<file path="src/rtl/reg_file_pkg.sv">
// Shared definitions for the register file with busy scoreboard:
// default geometry, the zero word and default-sized address/word types.
package reg_file_pkg;

   localparam int DEF_WORD_SIZE = 16;
   localparam int DEF_NUM_REGS  = 8;
   localparam int DEF_ADDR_W    = $clog2(DEF_NUM_REGS);

   localparam logic [DEF_WORD_SIZE-1:0] ZERO_WORD = 16'h0000;

   typedef logic [DEF_WORD_SIZE-1:0] word_t;
   typedef logic [DEF_ADDR_W-1:0]    addr_t;

endpackage : reg_file_pkg

</file>
<file path="src/rtl/reg_file_read_port.sv">
// One registered read port of the register file.
// Selects the addressed word and busy bit, bypasses a same-cycle write,
// masks out-of-range addresses (and register 0 when REG_FILE_ZERO_REG_EN
// is defined), then registers the result. Data and busy hold while the
// port is idle; valid pulses for one cycle per accepted read.
module reg_file_read_port
   import reg_file_pkg::*;
#(
   parameter  int WORD_SIZE = DEF_WORD_SIZE,
   parameter  int NUM_REGS  = DEF_NUM_REGS,
   localparam int ADDR_W    = $clog2(NUM_REGS)
) (
   input  logic                 clk,
   input  logic                 reset,
   input  logic [WORD_SIZE-1:0] i_mem [NUM_REGS],
   input  logic [NUM_REGS-1:0]  i_busy,
   input  logic                 i_wr_ok,
   input  logic [ADDR_W-1:0]    i_wr_addr,
   input  logic [WORD_SIZE-1:0] i_wr_data,
   input  logic                 i_rd_en,
   input  logic [ADDR_W-1:0]    i_rd_addr,
   output logic [WORD_SIZE-1:0] o_rd_data,
   output logic                 o_rd_valid,
   output logic                 o_rd_busy
);

   logic                 w_addr_ok;
   logic                 w_zero_hit;
   logic                 w_bypass;
   logic                 w_rd_go;
   logic [WORD_SIZE-1:0] w_sel_data;
   logic                 w_sel_busy;

   // Output stage starts at zero so nothing is X before the first reset.
   logic [WORD_SIZE-1:0] r_rd_data  = WORD_SIZE'(ZERO_WORD);
   logic                 r_rd_valid = 1'b0;
   logic                 r_rd_busy  = 1'b0;

   assign w_addr_ok = (32'(i_rd_addr) < NUM_REGS);
   assign w_bypass  = i_wr_ok && (i_wr_addr == i_rd_addr);
   assign w_rd_go   = (i_rd_en === 1'b1);

`ifdef REG_FILE_ZERO_REG_EN
   assign w_zero_hit = (i_rd_addr == {ADDR_W{1'b0}});
`else
   assign w_zero_hit = 1'b0;
`endif

   // Pick the word and busy bit this read would return; a same-cycle write
   // both supplies the data and has already cleared busy.
   always_comb begin
      w_sel_data = WORD_SIZE'(ZERO_WORD);
      w_sel_busy = 1'b0;
      if (!w_addr_ok || w_zero_hit) begin
         w_sel_data = WORD_SIZE'(ZERO_WORD);
         w_sel_busy = 1'b0;
      end else if (w_bypass) begin
         w_sel_data = i_wr_data;
         w_sel_busy = 1'b0;
      end else begin
         w_sel_data = i_mem[i_rd_addr];
         w_sel_busy = i_busy[i_rd_addr];
      end
   end

   // Register the read result; hold data/busy when idle, valid only on a read.
   always_ff @(posedge clk) begin
      if (reset) begin
         r_rd_data  <= WORD_SIZE'(ZERO_WORD);
         r_rd_busy  <= 1'b0;
         r_rd_valid <= 1'b0;
      end else if (w_rd_go) begin
         r_rd_data  <= w_sel_data;
         r_rd_busy  <= w_sel_busy;
         r_rd_valid <= 1'b1;
      end else begin
         r_rd_valid <= 1'b0;
      end
   end

   assign o_rd_data  = r_rd_data;
   assign o_rd_valid = r_rd_valid;
   assign o_rd_busy  = r_rd_busy;

endmodule : reg_file_read_port

</file>
<file path="src/rtl/reg_file_sb.sv">
// Register file with per-register busy scoreboard.
// NUM_REGS words of WORD_SIZE bits, one synchronous write port, two
// registered read ports with write bypass. lock_en marks a register as
// awaiting writeback; a write clears it, and a same-cycle lock wins.
// Optional build macro REG_FILE_ZERO_REG_EN makes register 0 read as a
// constant zero that can be neither written nor locked.
module reg_file_sb
   import reg_file_pkg::*;
#(
   parameter  int WORD_SIZE = DEF_WORD_SIZE,
   parameter  int NUM_REGS  = DEF_NUM_REGS,
   localparam int ADDR_W    = $clog2(NUM_REGS)
) (
   input  logic                 clk,
   input  logic                 reset,
   input  logic                 wr_en,
   input  logic [ADDR_W-1:0]    wr_addr,
   input  logic [WORD_SIZE-1:0] wr_data,
   input  logic                 lock_en,
   input  logic [ADDR_W-1:0]    lock_addr,
   input  logic                 rd_en_a,
   input  logic [ADDR_W-1:0]    rd_addr_a,
   output logic [WORD_SIZE-1:0] rd_data_a,
   output logic                 rd_valid_a,
   output logic                 rd_busy_a,
   input  logic                 rd_en_b,
   input  logic [ADDR_W-1:0]    rd_addr_b,
   output logic [WORD_SIZE-1:0] rd_data_b,
   output logic                 rd_valid_b,
   output logic                 rd_busy_b
);

   // Storage and scoreboard start cleared so reads are defined before reset.
   logic [WORD_SIZE-1:0] r_mem [NUM_REGS] = '{default: WORD_SIZE'(ZERO_WORD)};
   logic [NUM_REGS-1:0]  r_busy = {NUM_REGS{1'b0}};

   logic w_wr_ok;
   logic w_lock_ok;

   // Strobes only count when exactly 1; out-of-range targets are dropped.
`ifdef REG_FILE_ZERO_REG_EN
   assign w_wr_ok   = (wr_en === 1'b1) && (32'(wr_addr) < NUM_REGS)
                      && (wr_addr != {ADDR_W{1'b0}});
   assign w_lock_ok = (lock_en === 1'b1) && (32'(lock_addr) < NUM_REGS)
                      && (lock_addr != {ADDR_W{1'b0}});
`else
   assign w_wr_ok   = (wr_en === 1'b1) && (32'(wr_addr) < NUM_REGS);
   assign w_lock_ok = (lock_en === 1'b1) && (32'(lock_addr) < NUM_REGS);
`endif

   // Storage array: cleared by reset, otherwise written by the write port.
   always_ff @(posedge clk) begin
      if (reset) begin
         for (int i = 0; i < NUM_REGS; i++) begin
            r_mem[i] <= WORD_SIZE'(ZERO_WORD);
         end
      end else if (w_wr_ok) begin
         r_mem[wr_addr] <= wr_data;
      end else begin
         r_mem <= r_mem;
      end
   end

   // Busy scoreboard: write clears, lock sets; the lock is applied last so it
   // wins when both hit the same register.
   always_ff @(posedge clk) begin
      if (reset) begin
         r_busy <= {NUM_REGS{1'b0}};
      end else begin
         if (w_wr_ok) begin
            r_busy[wr_addr] <= 1'b0;
         end
         if (w_lock_ok) begin
            r_busy[lock_addr] <= 1'b1;
         end
      end
   end

   reg_file_read_port #(
      .WORD_SIZE (WORD_SIZE),
      .NUM_REGS  (NUM_REGS)
   ) u_port_a (
      .clk        (clk),
      .reset      (reset),
      .i_mem      (r_mem),
      .i_busy     (r_busy),
      .i_wr_ok    (w_wr_ok),
      .i_wr_addr  (wr_addr),
      .i_wr_data  (wr_data),
      .i_rd_en    (rd_en_a),
      .i_rd_addr  (rd_addr_a),
      .o_rd_data  (rd_data_a),
      .o_rd_valid (rd_valid_a),
      .o_rd_busy  (rd_busy_a)
   );

   reg_file_read_port #(
      .WORD_SIZE (WORD_SIZE),
      .NUM_REGS  (NUM_REGS)
   ) u_port_b (
      .clk        (clk),
      .reset      (reset),
      .i_mem      (r_mem),
      .i_busy     (r_busy),
      .i_wr_ok    (w_wr_ok),
      .i_wr_addr  (wr_addr),
      .i_wr_data  (wr_data),
      .i_rd_en    (rd_en_b),
      .i_rd_addr  (rd_addr_b),
      .o_rd_data  (rd_data_b),
      .o_rd_valid (rd_valid_b),
      .o_rd_busy  (rd_busy_b)
   );

endmodule : reg_file_sb

</file>
<file path="config.mk">
export PLATFORM = sky130hd
export DESIGN_NAME = reg_file_sb
export DESIGN_NICKNAME = d
export VERILOG_FILES = /design/src/rtl/reg_file_pkg.sv /design/src/rtl/reg_file_read_port.sv /design/src/rtl/reg_file_sb.sv
export SDC_FILE = /design/constraint.sdc
export NUM_CORES = 1
export LEC_CHECK = 0
export BUFFER_PORTS_ARGS = -buffer_cell sky130_fd_sc_hd__buf_2
export CAP_MARGIN = 20
export CORE_MARGIN = 2
export CORE_UTILIZATION = 54
export DETAILED_ROUTE_END_ITERATION = 10
export PLACE_DENSITY = 0.73
export SLEW_MARGIN = 0
export SYNTH_ARGS = -nofsm -noshare
export SYNTH_HDL_FRONTEND = slang
export SYNTH_HIERARCHICAL = 1
export SYNTH_SLANG_ARGS = --single-unit
</file>
<file path="constraint.sdc">
create_clock -name clk -period 3.9 [get_ports clk]
set_clock_uncertainty 0.2 [all_clocks]
set_input_delay 0.39 -clock clk [delete_from_list [all_inputs] [get_ports clk]]
set_output_delay 0.39 -clock clk [all_outputs]
set_load 0.005 [all_outputs]
</file>
==> flow_summary_export.csv, run 1 <==
group,metric,value,unit
cells_and_area,layout_commonest_cell,"dfxtp_1",
synth,netlist-cell-type-count,38,
worst_hold_path,min_path_type,"in2reg",
global_routing,grt_overflow,0,
cells_and_area,num-fill-cells,1335,
floorplan,die_h,134,um
floorplan,start_util,55.2,%
worst_hold_path,min_from,"lock_addr[2]",
synth,seq_area_frac_synth,37.8,%
clock_tree,cts_tree,"built",
power,switching_share,23.7,%
worst_hold_path,hold-path-cell-count,2,
clock_tree,cts_hold_buf,0,
synth,ys_warn_count,6,
cells_and_area,final_core_util,60.4,%
global_routing,grtUsageTotal,27.0,%
sta,slew_headroom,26.5,%
power,p_switching,0.927,mW
clock_tree,clkSlewWorstSetupHoldPaths,0.07,ns
place,port_buffers,69,
power,seq_power_share,46.7,%
worst_hold_path,min_to,"r_busy[1]$_SDFF_PP0_",
floorplan,rows,47,
power,p_comb_share,9.7,%
synth,ys_ff_latch,172,
synth,synth_fp_nets,815,
sta,rsz0062_at_grt,"false",
clock_tree,cts_htree_levels,4,
routing,routed_via_density,6.12,
cells_and_area,antenna_cells,0,
floorplan,pin_count,70,
power,cellInternalPower,2.99,mW
cells_and_area,drive_gt1_share,24.7,%
synth,synth_edf_count,0,
clock_tree,cts_inserted_buffers,17,
clock_tree,cts.sinks,172,
routing,drt_first_pass_iters,5,
sta,worst_slack,1.70,ns
cells_and_area,final_cells,1042,
place,gp_congestion,0.825,
status,run_status,"finished, final reports clean",
floorplan,fp.coreArea,0.0165,mm^2
sta,tns,0,ns
clock_tree,cts_setup_buffers,0,
setup_path,r2r-start,"r_mem[69]$_SDFFE_PP0P_",
cells_and_area,final_cell_mix,"dfxtp_1 (172), mux2i_1 (162), nand2b_1 (149)",
global_routing,grt_pass1_wl,37.0,mm
routing,drt-initial-drc-count,396,
synth,syn_area,0.00912,mm^2
run,drv_cap,0,
power,cellPowerDensity,393,mW/mm^2
power,peakVddDrop,394,uV
cells_and_area,syn2layout_area_growth,9.42,%
place,pre_cts_ws,1.34,ns
setup_path,reg2reg_depth,3,
setup_path,regToRegEndpoint,"u_port_b/o_rd_data[5]$_SDFFE_PP0P_",
setup_path,reg2reg_slack,2.35,ns
global_routing,antenna_found_initial,0,
synth,synth_area_leaders,"dfxtp_1 (38%), mux2i_1 (18%), mux4_2 (16%), nand2b_1 (10%), o221ai_2 (2.3%)",
floorplan,dieArea,0.0179,mm^2
sta,min_period,2.20,ns
clock_tree,insertion_delay,0.43,ns
floorplan,die_x,134,um
sta,final_hold_viol_count,0,
clock_tree,clock_path_buffers,2,
synth,ys.flop_type,"dfxtp_1",
routing,drt-total-wl,23.5,mm
sta,period_share,56.5,%
synth,synth_cells,781,
sta,setup_viol,0,
setup_path,critPathKind,"in2reg",
routing,wire_per_inst,22.6,um
power,leakagePower,4.45,nW
global_routing,grt_start_max_net_pins,93,
routing,vias,6378,
cells_and_area,nets,843,
synth,yosysTopAreaCellShare,37.8,%
setup_path,arrival,2.32,ns
synth,syn_avg_cell_area,11.7,um^2
place,hpwlAfterDp,15.1,mm
clock_tree,root_buffer,"clkbuf_16",
setup_path,path_max_fanout,16,
routing,drc,0,
setup_path,worstSetupStartpointType,"primary input",
sta,worst_pin_slew,1.09,ns
power,pwr-share-clk,43.6,%
setup_path,cp_data_required_time,4.02,ns
synth,async_reset_ff_share,0,%
place,dp_cells,1010,
clock_tree,cts.repair.resized,0,
sta,drv_slew,0,
synth,yosysTopAreaCell,"dfxtp_1",
routing,drtAntennaViolNets,0,
global_routing,grt_pass1_vias,6613,
setup_path,endpoint_kind,"flop",
sta,max_freq,454,MHz
logic make-up after synthesis:
| group | count (synthesis) | synth area share [%] |
|---|---|---|
| buf+inv | 112 | 7.01 |
| compound gates | 44 | 5.12 |
| xor+xnor | 6 | 0.576 |
| flops | 172 | 37.8 |
| simple gates | 217 | 14.8 |
| mux | 230 | 34.7 |
layer usage:
| metal | share of wire, % | wire length (um) | global-route usage, % | vias up |
|---|---|---|---|---|
| met5 | 0 | 0 | 0 | - |
| met3 | 5.6 | 1310 | 5.37 | 37 |
| met2 | 50 | 11800 | 46.9 | 220 |
| li1 | - | - | - | 2877 |
| met1 | 42 | 9840 | 34.1 | 3244 |
| met4 | 2.3 | 535 | 8.45 | 0 |
final cells by class:
| cell class | instances | area [um^2] | area share (%) |
|---|---|---|---|
| inverters | 32 | 120 | 1.20 |
| multi-input cells | 497 | 5050 | 50.6 |
| clock buffers | 26 | 509 | 5.11 |
| repair buffers | 89 | 498 | 4.99 |
| flip-flops and latches | 172 | 3440 | 34.5 |
| clock inverters | 6 | 82.6 | 0.828 |
| well taps | 220 | 275 | 2.76 |
Yosys cell counts (5+ instances only):
library cell / n
buf_1: 5
buf_12: 5
buf_2: 26
buf_4: 7
buf_6: 9
clkbuf_1: 27
dfxtp_1: 172
inv_1: 32
mux2i_1: 162
mux4_2: 65
nand2_1: 32
nand2b_1: 149
nand4_1: 5
nand4b_1: 6
nor2b_1: 5
o221ai_1: 18
o221ai_2: 14
o2bb2ai_1: 5
xnor2_1: 6
critical path, cell delays in order:
cell and delay, ns:
buf_2 0.46, xnor2_1 0.25, nand4_2 0.72, o221ai_1 0.50
power by group through the flow:
stage | registers (mW) | clock network, mW | logic [mW]
final | 1.83 | 1.71 | 0.379
after global routing | 1.83 | 1.80 | 0.403
after CTS | 1.83 | 1.73 | 0.377
after detailed placement | 1.87 | 0 | 0.376
after global placement | 1.86 | 0 | 0.367
after floorplan | 1.86 | 0 | 0.286
state kept, by name, summed over array words and instances (netlist names):
| signal | flops |
|---|---|
| r_mem | 128 |
| u_port_b/o_rd_busy | 1 |
| u_port_a/o_rd_data | 16 |
| u_port_b/o_rd_valid | 1 |
| u_port_a/o_rd_busy | 1 |
| u_port_a/o_rd_valid | 1 |
| u_port_b/o_rd_data | 16 |
| r_busy | 8 |
through the flow:
stage | power, mW | area [um^2] | hold slack, ns
2_1_floorplan | 2.14 | 9120 | 0.245
3_3_place_gp | 2.23 | 9380 | 0.239
3_5_place_dp | 2.24 | 9380 | 0.254
4_1_cts | 3.93 | 9970 | 0.0613
5_1_grt | 4.04 | 9970 | 0.0775
6_report | 3.92 | 9970 | 0.0721
worst max path at each step:
| stage | slack (ns) | end | start |
|---|---|---|---|
| finish | 1.70 | u_port_b/o_rd_data[15]$_SDFFE_PP0P_ | rd_addr_b[1] |
| global route | 1.65 | u_port_b/o_rd_data[15]$_SDFFE_PP0P_ | rd_addr_b[1] |
| CTS | 1.76 | u_port_b/o_rd_data[6]$_SDFFE_PP0P_ | rd_addr_b[1] |
| detailed placement | 1.34 | u_port_b/o_rd_data[6]$_SDFFE_PP0P_ | rd_addr_b[1] |
| global placement | 1.41 | u_port_b/o_rd_data[9]$_SDFFE_PP0P_ | rd_addr_b[1] |
| floorplan | 2.13 | u_port_a/o_rd_data[3]$_SDFFE_PP0P_ | rd_addr_a[1] |
Power figures use the tool's default switching activity.
==> run 2: changes to the inputs <==
--- a/config.mk
+++ b/config.mk
@@ -5,12 +5,13 @@
 export SDC_FILE = /design/constraint.sdc
 export NUM_CORES = 1
 export LEC_CHECK = 0
+export ABC_AREA = 1
 export BUFFER_PORTS_ARGS = -buffer_cell sky130_fd_sc_hd__buf_2
 export CAP_MARGIN = 20
 export CORE_MARGIN = 2
 export CORE_UTILIZATION = 54
 export DETAILED_ROUTE_END_ITERATION = 10
-export PLACE_DENSITY = 0.73
+export PLACE_DENSITY = 0.72
 export SLEW_MARGIN = 0
 export SYNTH_ARGS = -nofsm -noshare
 export SYNTH_HDL_FRONTEND = slang
==> constraint.sdc (replaced) <==
create_clock -name clk -period 2.2 [get_ports clk]
set_clock_uncertainty 0.2 [all_clocks]
set_input_delay 0.22 -clock clk [delete_from_list [all_inputs] [get_ports clk]]
set_output_delay 0.22 -clock clk [all_outputs]
set_load 0.005 [all_outputs]
==> flow_summary_export.csv, run 2 <==
group,metric,value,unit
synth,seq_area_frac_synth,34.1,%
synth,synth_area_leaders,"dfxtp_1 (34%), nand2_1 (24%), nor2_1 (14%), inv_1 (6.5%), nand3_1 (5.1%)",
setup_path,path_max_fanout,5,
setup_path,critPathKind,"in2reg",
synth,synth_cells,1757,
setup_path,crit_top_cell,"dlygate4sd3_1",
global_routing,grt_pass1_vias,9949,
setup_path,reg2reg_depth,8,
clock_tree,root_buffer,"clkbuf_16",
routing,drt-initial-drc-count,951,
synth,synth.most_common_cell,"nand2_1",
cells_and_area,num-fill-cells,1841,
clock_tree,cts_htree_levels,4,
place,port_buffers,69,
power,fin_total_pwr,7.65,mW
clock_tree,clock_path_buffers,2,
synth,yosysTopAreaCell,"dfxtp_1",
cells_and_area,antenna_cells,0,
synth,netlist-cell-type-count,26,
sta,setup_viol,0,
cells_and_area,ff_latch_area,0.00344,mm^2
synth,ys_ff_latch,172,
routing,drt-total-wl,33.2,mm
sta,period_share,74.0,%
synth,synthSimpleGateAreaFrac,45.8,%
global_routing,grtUsageTotal,33.6,%
setup_path,crit_path_top_delay_cell,"dlygate4sd3_1",
routing,vias,10800,
clock_tree,cts_inserted_buffers,17,
power,cellPowerDensity,676,mW/mm^2
synth,synth_compound_area_share,7.20,%
floorplan,fp.coreArea,0.0185,mm^2
cells_and_area,fin_area,0.0113,mm^2
cells_and_area,layout_commonest_cell,"nand2_1",
setup_path,cp_cell_sequence,"dlygate4sd3_1 > buf_2 > inv_1 > nand4_1 > dlygate4sd3_1 > a21oi_1",
clock_tree,cts_setup_buffers,0,
routing,wire_per_inst,16.2,um
clock_tree,cts.sinks,172,
place,place_area,0.0105,mm^2
synth,yosysTopAreaCellShare,34.1,%
floorplan,die_x,141,um
routing,wl_met3,2.66,mm
run,drv_cap,0,
routing,drc,0,
sta,holdWs,0.0595,ns
global_routing,grt_start_max_net_pins,129,
setup_path,worstSetupStartpointType,"primary input",
global_routing,antenna_found_initial,0,
floorplan,rows,50,
floorplan,start_util,54.6,%
cells_and_area,final_core_util,61.1,%
cells_and_area,multi_input_area,0.00536,mm^2
setup_path,crit_buf_inv,4,
place,gp_congestion,0.865,
floorplan,pin_count,70,
global_routing,grt_pass1_wl,51.8,mm
synth,synth_fp_nets,1791,
setup_path,r2r-start,"r_mem[6]$_SDFFE_PP0P_",
synth,synth_top_family_by_area,"simple AND/OR/NAND/NOR gates",
sta,final_hold_viol_count,0,
cells_and_area,syn2layout_area_growth,12.1,%
routing,drt_first_pass_iters,5,
clock_tree,insertion_delay,0.45,ns
setup_path,critPathTopFamily,"buffers and inverters",
setup_path,reg2reg_slack,0.85,ns
clock_tree,cts_tree,"built",
routing,met1_length,12.8,mm
setup_path,arrival,1.81,ns
synth,synthAdderAreaFrac,0,%
sta,worst_pin_slew,0.726,ns
synth,synthTopCellsByCount,"nand2_1 (648), nor2_1 (377), inv_1 (176)",
cells_and_area,nets,1837,
sta,slew_headroom,51.5,%
place,hpwlAfterDp,20.2,mm
sta,max_freq,615,MHz
floorplan,die_h,141,um
power,leakagePower,5.62,nW
cells_and_area,drive_gt1_share,9.64,%
worst_hold_path,min_from,"rd_en_b",
setup_path,regToRegEndpoint,"u_port_a/o_rd_data[6]$_SDFFE_PP0P_",
synth,syn_avg_cell_area,5.75,um^2
clock_tree,clkSlewWorstSetupHoldPaths,0.08,ns
setup_path,cp_data_required_time,2.38,ns
sta,tns,0,ns
routing,dr_wl_met2,15.7,mm
worst_hold_path,hold-path-cell-count,4,
cells_and_area,largest_register_ffs,128,
synth,syn_area,0.0101,mm^2
setup_path,endpoint_kind,"flop",
power,peakVddDrop,539,uV
synth,async_reset_ff_share,0,%
sta,min_period,1.63,ns
worst_hold_path,min_to,"u_port_b/o_rd_valid$_SDFF_PP0_",
routing,routed_via_density,5.28,
sta,drv_slew,0,
worst_hold_path,min_path_type,"in2reg",
floorplan,dieArea,0.0198,mm^2
cells_and_area,regMostFlops,"r_mem",
status,run_status,"finished, final reports clean",
routing,highest_layer,"met4",
sta,rsz0062_at_grt,"false",
synth,synth_mux_area_share,0,%
global_routing,grt_overflow,0,
synth,ys_warn_count,6,
synth,ys.flop_type,"dfxtp_1",
setup_path,cpPeakStageDelay,0.55,ns
synth,synth_edf_count,0,
synth,synth_xor_area_share,0,%
cells_and_area,final_cell_mix,"nand2_1 (648), nor2_1 (377), inv_1 (176)",
routing,drtAntennaViolNets,0,
[run 2: cells by family (layout without fill, tap and decap cells)]
kind of cell / after synthesis / count (layout)
flip-flops: 172 / 172
AO/OA/AOI/OAI: 140 / 140
buffers and inverters: 286 / 345
AND/OR/NAND/NOR: 1159 / 1159
[run 2: final cells by class]
type	count	area share, %
clock buffer	18	3.88
timing repair buffer	126	8.13
multi-input combinational	1299	47.3
sequential	172	30.4
tap	234	2.59
clock inverter	14	1.30
inverter	187	6.35
[run 2: per-stage QoR]
| stage | instances | setup WS, ns |
|---|---|---|
| 4_1_cts | 2050 | 0.601 |
| 3_3_place_gp | 1994 | 0.399 |
| 2_1_floorplan | 1757 | 0.759 |
| 3_5_place_dp | 1994 | 0.357 |
| 5_1_grt | 2050 | 0.476 |
| 6_report | 2050 | 0.573 |
[run 2: report_power, final]
part	internal [mW]	total (mW)	switching (mW)
clock network	1.64	3.10	1.46
registers	3.24	3.33	0.0887
logic	0.406	1.22	0.817
[run 2: how the worst max path moves through the flow]
stage / from / end / slack, ns / cells past startpoint
2_1_floorplan: rd_addr_a[0] / u_port_a/o_rd_data[0]$_SDFFE_PP0P_ / 0.76 / 11
3_3_place_gp: rd_addr_b[0] / u_port_b/o_rd_busy$_SDFFE_PP0P_ / 0.40 / 8
3_5_place_dp: rd_addr_a[0] / u_port_a/o_rd_data[0]$_SDFFE_PP0P_ / 0.36 / 10
4_1_cts: lock_addr[1] / r_busy[1]$_SDFF_PP0_ / 0.60 / 6
5_1_grt: lock_addr[1] / r_busy[1]$_SDFF_PP0_ / 0.48 / 6
6_report: lock_addr[1] / r_busy[1]$_SDFF_PP0_ / 0.57 / 6
[run 2: timing repair]
item,4_1_cts,5_1_grt
hold buffers,24,0
hold endpoints to repair,59,0
gates resized for setup,0,0
[run 2: layer usage]
layer	global-route usage, %	vias up
met5	0	-
met4	20.6	0
met3	5.67	132
met2	57.9	483
met1	38.9	4831
li1	-	5377
[run 2: worst reg2reg max path, cell delays in order (launching register included)]
cell     delay (ns)
dfxtp_1        0.34
inv_1          0.06
nand2_1        0.05
nand3_1        0.09
nand2_1        0.08
nand2_1        0.06
nand2_1        0.14
a21oi_1        0.16
nor2_1         0.05
